### src/rtl/uart_rx.sv
// uart_rx: 16x-oversampled UART receiver feeding a first-word-fall-through receive FIFO.
// Default frame is 8N1; define RX_PARITY_EN for 8E1 with parity checking.
module uart_rx #(
   parameter int F_sys      = 50_000_000,
   parameter int FIFO_DEPTH = 16
) (
   input  logic       clk,
   input  logic       reset_n,
   input  logic       rx_in,
   input  logic [3:0] baud_rate,
   input  logic       CPU_read,
   output logic [7:0] data_out,
   output logic       fifo_full,
   output logic       fifo_empty,
   output logic       BCLK_RX,
   output logic       framing_err,
   output logic       overrun_err,
   output logic       parity_err
);
   localparam int DIV_MAX = F_sys / (16 * 1200);
   localparam int CNT_W   = $clog2(DIV_MAX + 1);
   localparam int PTR_W   = $clog2(FIFO_DEPTH);

   typedef enum logic [2:0] {IDLE, START, DATA, PARITY, STOP} state_t;

   function automatic logic [CNT_W-1:0] f_div(input logic [3:0] sel);
      int baud;
      case (sel)
         4'd0:    baud = 1200;
         4'd1:    baud = 2400;
         4'd2:    baud = 4800;
         4'd3:    baud = 9600;
         4'd4:    baud = 19200;
         4'd5:    baud = 38400;
         4'd6:    baud = 57600;
         4'd7:    baud = 115200;
         default: baud = 9600;
      endcase
      return CNT_W'(F_sys / (16 * baud));
   endfunction

   logic             r_rx_meta, r_rx_sync;
   logic [3:0]       r_baud_q;
   logic [CNT_W-1:0] r_div_cnt;
   logic [CNT_W-1:0] w_div;
   logic             r_tick;

   always_ff @(posedge clk or negedge reset_n) begin
      if (!reset_n) begin
         r_rx_meta <= 1'b1;
         r_rx_sync <= 1'b1;
      end else begin
         r_rx_meta <= rx_in;
         r_rx_sync <= r_rx_meta;
      end
   end

   // Oversampling tick; any change of baud select restarts the divider from zero.
   assign w_div = f_div(baud_rate);

   always_ff @(posedge clk or negedge reset_n) begin
      if (!reset_n) begin
         r_baud_q  <= '0;
         r_div_cnt <= '0;
         r_tick    <= 1'b0;
      end else begin
         r_baud_q <= baud_rate;
         if (baud_rate != r_baud_q) begin
            r_div_cnt <= '0;
            r_tick    <= 1'b0;
         end else if (r_div_cnt == w_div - 1'b1) begin
            r_div_cnt <= '0;
            r_tick    <= 1'b1;
         end else begin
            r_div_cnt <= r_div_cnt + 1'b1;
            r_tick    <= 1'b0;
         end
      end
   end

   assign BCLK_RX = r_tick;

   state_t     r_state, w_state_n;
   logic [3:0] r_os_cnt, w_os_cnt_n;
   logic [2:0] r_bit_idx, w_bit_idx_n;
   logic       r_hold, w_hold_n;
   logic       r_push, w_push_n;
   logic       r_ferr, w_ferr_n;
   logic       w_shift_en;
   logic [7:0] r_shift;
`ifdef RX_PARITY_EN
   logic       r_par_bad, w_par_bad_n;
   logic       r_perr, w_perr_n;
`endif

   always_comb begin
      w_state_n   = r_state;
      w_os_cnt_n  = r_os_cnt;
      w_bit_idx_n = r_bit_idx;
      w_hold_n    = r_hold;
      w_push_n    = 1'b0;
      w_ferr_n    = 1'b0;
      w_shift_en  = 1'b0;
`ifdef RX_PARITY_EN
      w_par_bad_n = r_par_bad;
      w_perr_n    = 1'b0;
`endif
      case (r_state)
         IDLE: begin
            // After a framing error, wait for the line to return high before hunting again.
            if (r_hold) begin
               if (r_rx_sync) w_hold_n = 1'b0;
            end else if (r_tick && !r_rx_sync) begin
               w_state_n  = START;
               w_os_cnt_n = '0;
            end
         end
         START: if (r_tick) begin
            if (r_os_cnt == 4'd7) begin
               w_os_cnt_n  = '0;
               w_bit_idx_n = '0;
               w_state_n   = r_rx_sync ? IDLE : DATA;
            end else begin
               w_os_cnt_n = r_os_cnt + 1'b1;
            end
         end
         DATA: if (r_tick) begin
            if (r_os_cnt == 4'd15) begin
               w_os_cnt_n  = '0;
               w_shift_en  = 1'b1;
               w_bit_idx_n = r_bit_idx + 1'b1;
`ifdef RX_PARITY_EN
               if (r_bit_idx == 3'd7) w_state_n = PARITY;
`else
               if (r_bit_idx == 3'd7) w_state_n = STOP;
`endif
            end else begin
               w_os_cnt_n = r_os_cnt + 1'b1;
            end
         end
         PARITY: begin
`ifdef RX_PARITY_EN
            if (r_tick) begin
               if (r_os_cnt == 4'd15) begin
                  w_os_cnt_n  = '0;
                  w_par_bad_n = r_rx_sync ^ (^r_shift);
                  w_state_n   = STOP;
               end else begin
                  w_os_cnt_n = r_os_cnt + 1'b1;
               end
            end
`else
            w_state_n = IDLE;
`endif
         end
         STOP: if (r_tick) begin
            if (r_os_cnt == 4'd15) begin
               w_os_cnt_n = '0;
               w_state_n  = IDLE;
               if (!r_rx_sync) begin
                  w_ferr_n = 1'b1;
                  w_hold_n = 1'b1;
               end
`ifdef RX_PARITY_EN
               else if (r_par_bad) w_perr_n = 1'b1;
`endif
               else w_push_n = 1'b1;
            end else begin
               w_os_cnt_n = r_os_cnt + 1'b1;
            end
         end
         default: w_state_n = IDLE;
      endcase
   end

   always_ff @(posedge clk or negedge reset_n) begin
      if (!reset_n) begin
         r_state   <= IDLE;
         r_os_cnt  <= '0;
         r_bit_idx <= '0;
         r_hold    <= 1'b0;
         r_push    <= 1'b0;
         r_ferr    <= 1'b0;
      end else begin
         r_state   <= w_state_n;
         r_os_cnt  <= w_os_cnt_n;
         r_bit_idx <= w_bit_idx_n;
         r_hold    <= w_hold_n;
         r_push    <= w_push_n;
         r_ferr    <= w_ferr_n;
      end
   end

`ifdef RX_PARITY_EN
   always_ff @(posedge clk or negedge reset_n) begin
      if (!reset_n) begin
         r_par_bad <= 1'b0;
         r_perr    <= 1'b0;
      end else begin
         r_par_bad <= w_par_bad_n;
         r_perr    <= w_perr_n;
      end
   end
   assign parity_err = r_perr;
`else
   assign parity_err = 1'b0;
`endif

   always_ff @(posedge clk) begin
      if (w_shift_en) r_shift <= {r_rx_sync, r_shift[7:1]};
   end

   assign framing_err = r_ferr;

   // Receive FIFO: r_shift is stable for the clk after the stop sample, so it is written directly.
   logic [7:0]       r_mem [FIFO_DEPTH];
   logic [PTR_W-1:0] r_wr_ptr, r_rd_ptr;
   logic [PTR_W:0]   r_count;
   logic             w_rd, w_wr, r_ovr;

   assign fifo_empty = (r_count == '0);
   assign fifo_full  = (r_count == (PTR_W+1)'(FIFO_DEPTH));
   assign w_rd       = CPU_read && !fifo_empty;
   assign w_wr       = r_push && (!fifo_full || w_rd);
   assign data_out   = fifo_empty ? 8'h00 : r_mem[r_rd_ptr];
   assign overrun_err = r_ovr;

   always_ff @(posedge clk or negedge reset_n) begin
      if (!reset_n) begin
         r_wr_ptr <= '0;
         r_rd_ptr <= '0;
         r_count  <= '0;
         r_ovr    <= 1'b0;
      end else begin
         r_ovr <= r_push && fifo_full && !w_rd;
         if (w_wr) r_wr_ptr <= r_wr_ptr + 1'b1;
         if (w_rd) r_rd_ptr <= r_rd_ptr + 1'b1;
         case ({w_wr, w_rd})
            2'b10:   r_count <= r_count + 1'b1;
            2'b01:   r_count <= r_count - 1'b1;
            default: r_count <= r_count;
         endcase
      end
   end

   always_ff @(posedge clk) begin
      if (w_wr) r_mem[r_wr_ptr] <= r_shift;
   end

endmodule
### config.mk
export PLATFORM = sky130hd
export DESIGN_NAME = uart_rx
export DESIGN_NICKNAME = d
export VERILOG_FILES = /design/src/rtl/uart_rx.sv
export SDC_FILE = /design/constraint.sdc
export NUM_CORES = 1
export LEC_CHECK = 0
export CORE_MARGIN = 2
export CORE_UTILIZATION = 35
export CTS_BUF_LIST = sky130_fd_sc_hd__clkbuf_8
export CTS_CLUSTER_SIZE = 12
export DETAILED_ROUTE_END_ITERATION = 6
export PLACE_DENSITY = 0.49
export SLEW_MARGIN = 20
export SYNTH_ARGS = -nofsm -noshare
export SYNTH_HDL_FRONTEND = slang
export SYNTH_SLANG_ARGS = --single-unit
### constraint.sdc
create_clock -name clk -period 7.8 [get_ports clk]
set_clock_uncertainty 0.1 [all_clocks]
set_input_delay 1.56 -clock clk [delete_from_list [all_inputs] [get_ports clk]]
set_output_delay 1.56 -clock clk [all_outputs]
set_load 0.05 [all_outputs]
==> impl_metrics.toml <==
[critical_path]
crit_path_end_kind = "register"
required_ns = 8.10
slowest_stage = "or3_4"
start_kind = "primary input"
cp_max_fo = 8
critical-path-top-delay-family = "compound AO/OA/AOI/OAI gates"
critPathMostFrequentCell = "buf_4"
path_depth = 286
crit_path_max_incr_delay_ns = 0.39
r2r_slack_ns = 3.97
critPathArrivalTime_ns = 47.48
reg2reg_depth = 11
critPathBufInv = 95
critical_path_class = "primary input to register"

[die]
num_io_pins = 22
start_util = 0.356
die_w_microns = 255
core_area_sq_mm = 0.0619
num_rows = 91
die_h_microns = 255
dieArea_sq_mm = 0.0650

[cells_and_area]
stdcell_area_sq_mm = 0.0354
final_cell_mix = "1,261 x buf_4, 200 x nor2_1, 199 x nand2_1, 175 x ha_1, 136 x edfxtp_1"
syn2layout_area_growth_pct = 60.5
final_common_cell = "buf_4"
drive_gt1_frac = 0.478
nNetsFinal = 4039

[clock_tree]
numCtsBuffers = 17
cts-root-buf = "clkbuf_8"
cts_sinks = 182
clockBufferDepth = 2
htree_levels = 4
clk_pin_slew_ns = 0.12
insertion_delay_ns = 0.51
tritoncts = "built"

[route]
drtPass1Iterations = 5
drt_first_iter_violations = 1327
wl_per_cell_microns = 18.7
postRouteAntennaNets = 0
num_vias = 24984
routed_wl_microns = 86700
drc = 0
viasPerCell = 5.38

[sta]
max_freq_mhz = 21.2
setup_viol_count_final = 13
min_period_ns = 47.19
worst_slew_pin_slew_ns = 0.891
hold_violations = 0
report.final.slew_viol_count = 0
hold_slack_ns = 0.269
setup_ws_ns = -39.39
rsz0062_at_grt = "true"
slew_headroom = 0.406
min_period_over_period = 6.05

[synth]
synthArstFlopShare = 0.253
seq_area_frac_synth = 0.238
syn_area_sq_mm = 0.0220
avgSynthCellArea_sq_um = 8.66
syn_inst = 2544
yosysWarnings = 0
synth_edf_count = 136
synth_ff_type = "edfxtp_1"
synth_cell_types = 113
ys_seq_elements = 182

[place]
gp_congestion = 0.922
portBuffers = 20
hpwl_microns = 63900
place_area_sq_mm = 0.0309

[grt]
globalRouteOverflowTotal = 0
antenna_found_initial = 1
grt_pass1_wl_microns = 135000
grt_max_degree = 36
grt_pass1_vias = 25475
grt.total_usage = 0.263

[flow_run]
drv_cap = 0

[hold_path]
hold_class = "register to register"
whs_path_depth = 0

[run_status]
run_status = "finished with violations"
violations = "setup timing"
==> final timing paths <==
kind                                     end         start
worst max-delay path            r_div_cnt[0]  baud_rate[3]
worst min-delay path               r_rx_sync     r_rx_meta
worst max register to register    r_count[4]    r_count[1]
worst min register to register     r_rx_sync     r_rx_meta
max in group asynchronous          r_rx_meta       reset_n
min in group asynchronous             r_hold       reset_n
==> layer usage <==
layer | vias to the layer above | GRT usage | wire (microns)
met2 | 495 | 0.483 | 43300
met1 | 12135 | 0.321 | 37400
met4 | 0 | 0.0850 | 3220
met3 | 173 | 0.0237 | 2820
li1 | 12181 | - | -
met5 | - | 0 | 0
==> stage by stage <==
stage | instances | TNS, ns | setup slack [ns] | util
global placement | 4294 | -537.27 | -41.35 | 0.499
CTS | 4596 | -502.71 | -38.70 | 0.554
global route | 4642 | -538.61 | -41.46 | 0.571
finish | 4643 | -511.69 | -39.39 | 0.571
floorplan | 2547 | -535.86 | -41.25 | -
detailed placement | 4294 | -555.31 | -42.75 | 0.499
==> logic make-up (layout without fill, tap and decap cells) <==
kind of cell / after synthesis / count (layout) / synth area share
AND/OR/NAND/NOR: 896 / 896 / 0.204
AO/OA/AOI/OAI: 783 / 784 / 0.245
adder cells (fa/ha/maj): 240 / 240 / 0.138
flip-flops: 182 / 182 / 0.238
buffers and inverters: 159 / 1416 / 0.0290
XOR/XNOR: 158 / 158 / 0.0628
multiplexers: 125 / 125 / 0.0830
other: 1 / 5 / 0.000170
==> area by class of cell <==
type	instances	area, sq um
flip-flops and latches	182	5240
repair inverters	1	5.00
clock buffers	17	234
multi-input cells	2207	18400
diodes	1	2.50
clock inverters	15	190
inverters	80	309
fillers	5538	26600
well taps	837	1050
repair buffers	1303	9920
==> flip-flops by register name (all words and copies together) (netlist names), 3 cells and up <==
signal	flops
r_shift	8
r_div_cnt	12
r_state	3
r_os_cnt	4
r_rd_ptr	4
r_baud_q	4
r_count	5
r_bit_idx	3
r_wr_ptr	4
r_mem	128
==> synthesized netlist by cell type, types with 10 or more instances <==
cell / instances / area [sq um]
o21a_1: 79 / 593
o31ai_1: 36 / 270
o22ai_1: 11 / 68.8
dfrtp_1: 44 / 1100
o21ai_0: 162 / 811
mux4_2: 40 / 901
or2_2: 20 / 125
nor2_1: 227 / 852
xnor2_1: 99 / 867
nand3_1: 63 / 315
mux2i_1: 26 / 260
buf_2: 19 / 95.1
a211o_1: 15 / 131
a31oi_1: 24 / 150
nor3_1: 68 / 340
nand4_1: 22 / 138
a211oi_1: 30 / 225
nor3b_1: 10 / 75.1
ha_1: 233 / 2920
nor4_1: 19 / 119
o211ai_1: 27 / 203
a21oi_1: 162 / 811
nand2b_1: 54 / 338
inv_1: 78 / 293
edfxtp_1: 136 / 4080
nand3b_1: 12 / 90.1
a21o_1: 67 / 503
o21bai_1: 16 / 120
clkbuf_1: 46 / 173
and2_1: 48 / 300
and3_1: 25 / 156
nand2_1: 232 / 871
mux2_2: 58 / 653
or3_1: 25 / 156
nor2b_1: 25 / 156
xor2_1: 59 / 517
==> timing repair <==
item,4_1_cts,5_1_grt
hold buffers,0,0
cloned,3,0
pin swaps,183,131
endpoints found under the setup margin,13,13
gates resized for setup,207,141
buffers inserted,267,47
Power is left out: the tool's default activity adds up to more than one toggle a clock period on the data nets, which glitch-free logic cannot reach.
